$ cat config.mk
export PLATFORM = sky130hd
export DESIGN_NAME = cascade_counter
export DESIGN_NICKNAME = d
export VERILOG_FILES = /design/src/rtl/cascade_counter.sv
export SDC_FILE = /design/constraint.sdc
export NUM_CORES = 1
export LEC_CHECK = 0
export ABC_AREA = 1
export BUFFER_PORTS_ARGS = -buffer_cell sky130_fd_sc_hd__buf_4
export CAP_MARGIN = 20
export CORE_ASPECT_RATIO = 1.2
export CORE_UTILIZATION = 40
export DETAILED_ROUTE_END_ITERATION = 16
export GPL_TIMING_DRIVEN = 1
export SETUP_SLACK_MARGIN = 0.05
export SLEW_MARGIN = 20
export SYNTH_ARGS = -nofsm -noshare
export SYNTH_HDL_FRONTEND = slang
export SYNTH_SLANG_ARGS = --single-unit
$ cat constraint.sdc
create_clock -name clk -period 3.4 [get_ports clk]
set_input_delay 0.68 -clock clk [delete_from_list [all_inputs] [get_ports clk]]
set_output_delay 0.68 -clock clk [all_outputs]
set_load 0.005 [all_outputs]
$ cat src/rtl/cascade_counter.sv
// cascade_counter: chained per-stage modulo up/down counter with load, wrap/saturate, werr pulse and sticky ovf
// Ports:
//   clk, resetn        clock (rising edge), asynchronous active-low reset
//   enable, up_dw      step request for stage 0, direction (1 = up) for every stage
//   clear              synchronous clear of all stages and ovf
//   wenable/wsel/wcount  single-stage load request, stage index, value
//   count              registered stage values, stage i at [i*P_BIT +: P_BIT]
//   carry              combinational per-stage terminal-step indication
//   ovf, ovf_clr       sticky chain-terminal flag and its clear
//   werr               one-cycle pulse after a rejected write
module cascade_counter #(
    parameter int P_STAGES = 4,
    parameter int P_BIT = 8,
    parameter logic [P_STAGES*P_BIT-1:0] P_BASE = {P_STAGES{8'd10}},
    parameter int P_SAT = 0,
    parameter int P_SEL_W = 2
) (
    input  logic                        clk,
    input  logic                        resetn,
    input  logic                        enable,
    input  logic                        up_dw,
    input  logic                        clear,
    input  logic                        wenable,
    input  logic [P_SEL_W-1:0]          wsel,
    input  logic [P_BIT-1:0]            wcount,
    output logic [P_STAGES*P_BIT-1:0]   count,
    output logic [P_STAGES-1:0]         carry,
    output logic                        ovf,
    input  logic                        ovf_clr,
    output logic                        werr
);
    logic [P_STAGES-1:0] term, step;
    logic [P_STAGES*P_BIT-1:0] next_count, wr_count;
    logic [P_BIT-1:0] cur, m, sel_mod;
    logic sel_ok, valid_wr, run, chain_tc;
    always_comb begin
        sel_ok = 1'b0;
        sel_mod = '0;
        run = enable;
        term = '0;
        step = '0;
        next_count = count;
        wr_count = count;
        cur = '0;
        m = '0;
        for (int i = 0; i < P_STAGES; i++) begin
            cur = count[i*P_BIT +: P_BIT];
            m = P_BASE[i*P_BIT +: P_BIT];
            term[i] = up_dw ? cur == m - P_BIT'(1) : cur == '0;
            // ripple enable: a stage steps only when every lower stage is at its terminal
            step[i] = run;
            run = run & term[i];
            next_count[i*P_BIT +: P_BIT] = !step[i] ? cur
                : term[i] ? (up_dw ? '0 : m - P_BIT'(1))
                : (up_dw ? cur + P_BIT'(1) : cur - P_BIT'(1));
            if (wsel == P_SEL_W'(i)) begin
                sel_ok = 1'b1;
                sel_mod = m;
                wr_count[i*P_BIT +: P_BIT] = wcount;
            end
        end
        // an out-of-range index leaves sel_ok low, so the write is rejected
        valid_wr = wenable && sel_ok && wcount < sel_mod;
    end
    assign carry = (clear || valid_wr) ? '0 : step & term;
    assign chain_tc = carry[P_STAGES-1];
    always_ff @(posedge clk or negedge resetn) begin
        if (!resetn) begin
            count <= '0;
            ovf <= 1'b0;
            werr <= 1'b0;
        end else begin
            werr <= !clear && wenable && !valid_wr;
            if (clear) begin
                count <= '0;
                ovf <= 1'b0;
            end else if (valid_wr) begin
                count <= wr_count;
            end else begin
                // in saturate mode the whole chain freezes on the terminal step
                count <= (P_SAT != 0 && chain_tc) ? count : next_count;
                ovf <= chain_tc || (ovf && !ovf_clr);
            end
        end
    end
endmodule

; After elaboration in Yosys (flattened, before gate mapping)
; Cells that the tools add are included.
; Widths: inputs -> output; s select.
[totals]
register_bits = 34
output_inout_bits = 38
input_bits = 17
elab_cells = 88
[classes]
eq_ne = 12
bitwise = 4
addsub = 8
reduce_logical = 23
n_lt_le_gt_ge = 1
n_mux = 34
[ops]
columns = operator, n
row1 = $mux 8, 19
row2 = $mux 32, 2
row3 = $add 8x1->8 const B, 4
row4 = $eq 8x4->1 const B, 4
row5 = $logic_not 8->1, 4
row6 = $sub 8x1->8 const B, 4
row7 = $mux 4, 3
row8 = $ne 3x2->1 const B, 4
row9 = $reduce_bool 3->1, 4
row10 = $mux 1, 10
row11 = $lt 8x8->1, 1
row12 = $reduce_and 2->1, 4
row13 = $logic_and 1x1->1, 5
row14 = $and 4x4->4, 1
row15 = $eq 2x2->1 const B, 2
row16 = $and 1x1->1, 3
row17 = $logic_not 1->1, 3
row18 = $eq 2x1->1 const B, 1
row19 = $logic_not 2->1, 1
row20 = $logic_or 1x1->1, 2
row21 = $ne 2x2->1 const B, 1

; Longest topological paths before layout
[logic_depth]
ltp_word = 12
mapped_depth = 12

; Least setup slack after synthesis
; No wires, ideal clock.
[synth_timing]
path_kind = input-to-output
start = input up_dw
end = output carry[3]
n_path_buf = 1
setup_slack_ps = 1070
arrival_time_ps = 1650
stages = 8
required_time_ps = 2720
cell_sequence = buf_6 > inv_6 > nand2_1 > nand2_2 > nand3_4 > nor2_4 > nand2_2 > nor3_1
[synth_between]
elab_chain_cells = 6
word_cells_on_any_way = 9
[synth_lines]
columns = item, line
row1 = "start, declared", 21  ; input logic up_dw,
row2 = $mux 1, 49  ; term[i] = up_dw ? cur == m - P_BIT'(1) : cur == '0;
row3 = $and 1x1->1 (3 in series), 52  ; run = run & term[i];
row4 = $and 4x4->4 (*), 65  ; assign carry = (clear || valid_wr) ? '0 : step & term;
row5 = $mux 4 (*), 65
row6 = "end, declared", 27  ; output logic [P_STAGES-1:0] carry,
; Every way passes the cells marked *; elsewhere a longest branch is shown, timed or not.

; Worst setup path after layout
; Same ends and word-level chain as after synthesis.

==> metrics.txt <==
Final Hold Violating Endpoints=0; Area Growth Syn to Fin=18.2%; final cycle utilization of the critical path=79.2%; layout cell share with drive strength beyond 1=18.0%; post-synthesis mux area share=0%; largest family of logic cells by synthesized area=simple AND/OR/NAND/NOR gates; fmax=0.371 GHz; first-pass GRT wire length=13.9 mm; met3 wire len=281 um; R2R cell count=7; Yosys reg bits=34; CP Data Arrival Time=2.01 ns; Die Ht=98.3 um; # setup viols final=0; Slew Limit Headroom=53.9%; outcome=complete, no violations; Vias per Instance=5.11; met1 WL=3.85 mm; Top Layer Used=met4; Synth Area per Inst=6.83 um2; fin. max-slew vios=0; IO Pins=55; PwrDens=619 nW/um2; synthesized cell area=3090 um2; worst slew pin tran=0.685 ns; min Tclk post-route=2.69 ns; Lkg Pwr=2.08 nW; Synth Area in Adders=12.3%; sequential share of power=28.9%; Routed WL=8.25 mm; Post-Synth XOR/XNOR Area=3.40%; sw frac=46.3%; vias in the first global route=2,938; Avg WL per Cell=13.8 um; routability cong.=0.843; cts hold-fix bufs=0; Yosys Warn Count=0; DIE AREA=8090 um2; CTS buffer count=5; DIE WIDTH=82.3 um; I/O Buffers=54; Seq/Total Area, Yosys=27.5%; global-route usage over all layers=22.1%; dpl hpwl=6.19 mm; routed via count=3,067; Data required, critical path=2.72 ns; Post CTS Setup Buffer Count=0; std cell rows=34; HP Class=primary input to async pin; drt pass-1 iters=4; CTS Root Cell=clkbuf_8; initial core utilization=42.0%; commonest cells after routing, fill and taps aside=159 x nand2_1, 55 x buf_4, 46 x inv_1; type of origin of the critical path=primary input; initial DRC count=130; initial antenna violation count=0; Clk network pwr share=14.7%; Placeable Area=7360 um2; Pwr Total=2.27 mW; setup TNS=0 ns; Clk pin slew, worst setup/hold paths=0.08 ns; commonest non-fill, non-tap cell in the layout=nand2_1; gr ovfl total=0; post-route ant nets=0; compound-gate portion of the synthesized area=11.0%; cts repair resizes=0; max-cap viol count=0; Comb pwr share=56.4%; Mapped Cells=453; maximum number of pins on one net before global-route repair=35; P_int=1.22 mW; RSZ-0062 raised after global routing=no; metal2 WL=4.09 mm; number of diodes=0; critical path capture point type=output port; post-synthesis simple-gate area fraction=37.9%; CTS tree=yes; # clock sinks=34; peak supply drop=0.000265 V; NetSw=1.05 mW; Setup CP Type=primary input to output port; clk_skew=0.0101 ns; Max clock buf depth=2; DR DRC count=0; syn nets=498; Final nets=554; H-tree depth=2; Clock Latency Late Sink=0.29 ns; worst-path fanout max=29; Distinct cells, synth=37
-- worst max-delay path, stage by stage --
cell     delay (ns)
buf_4          0.20
inv_6          0.25
nand2_1        0.11
nand2_2        0.10
nand3_4        0.11
nor2_4         0.15
nand2_2        0.11
nor3_1         0.15
buf_4          0.14
-- Yosys cell counts (all sizes together) --
| library cell | count | share of area (%) |
|---|---|---|
| xnor2 | 6 | 1.7 |
| nand4 | 7 | 1.4 |
| nor3 | 5 | 1.1 |
| a21oi | 16 | 2.6 |
| ha | 24 | 9.7 |
| clkinv | 1 | 0.16 |
| nand3 | 40 | 7.0 |
| xor2 | 6 | 1.7 |
| o31ai | 1 | 0.24 |
| or2 | 5 | 1.0 |
| a31oi | 1 | 0.20 |
| nand2 | 167 | 21 |
| a211oi | 1 | 0.24 |
| o21ai | 38 | 6.8 |
| buf | 5 | 1.6 |
| dfrtp | 34 | 28 |
| nor2 | 36 | 5.7 |
| clkbuf | 1 | 0.12 |
| nand3b | 3 | 0.73 |
| fa | 4 | 2.6 |
| o21a | 2 | 0.49 |
| a21o | 1 | 0.24 |
| inv | 48 | 6.0 |
| a21boi | 1 | 0.24 |
-- cells by family (layout without fill, tap and decap cells) --
kind of cell,Yosys count,in the layout
AOI/OAI and AO/OA,61,61
buffers and inverters,55,112
DFF,34,34
adders and majority gates,28,28
and+or+nand+nor,263,263
xor gates and xnor gates,12,12
-- flip-flops by register name, indices dropped and copies added, names as in the netlist --
name,count
count,32
ovf,1
werr,1
-- layout make-up --
cell class	instances	area, um2
clock buffer	7	86.3
clock inverter	1	5.00
fill	776	3700
inverter	49	190
multi-input combinational	364	2000
sequential	34	851
tap	90	113
timing repair buffer	55	413
-- worst paths after layout --
kind	startpoint	slack [ns]	end
min in group clk	ovf	0.53	ovf
max in group asynchronous	resetn	2.72	count[9]
hold reg to reg	ovf	0.53	ovf
setup / recovery	up_dw	0.71	carry[3]
setup reg to reg	count[0]	1.53	count[6]
hold / removal	resetn	0.34	count[1]
-- layer usage --
metal | vias to the layer above | track usage, %
met5 | - | 0
met4 | 0 | 5.40
met3 | 2 | 3.18
met2 | 57 | 36.4
met1 | 1428 | 29.8
li1 | 1580 | -
-- power groups by stage --
stage                     clock network (mW)  registers [mW]  logic, mW
after CTS                              0.338           0.656       1.29
after floorplan                            0           0.630      0.900
final                                  0.332           0.655       1.28
after global routing                   0.356           0.674       1.47
after detailed placement                   0           0.663       1.28
after global placement                     0           0.662       1.26
-- stage by stage --
step	util [%]	hold WS [ns]	area [um2]	cells	setup slack (ns)
global route	49.7	0.379	3660	600	0.581
global placement	48.5	0.502	3570	592	0.724
detailed placement	48.5	0.497	3570	592	0.705
floorplan	-	0.384	3090	453	1.07
CTS	49.7	0.365	3660	600	0.701
finish	49.7	0.340	3660	600	0.706
Power figures use the tool's default switching activity.
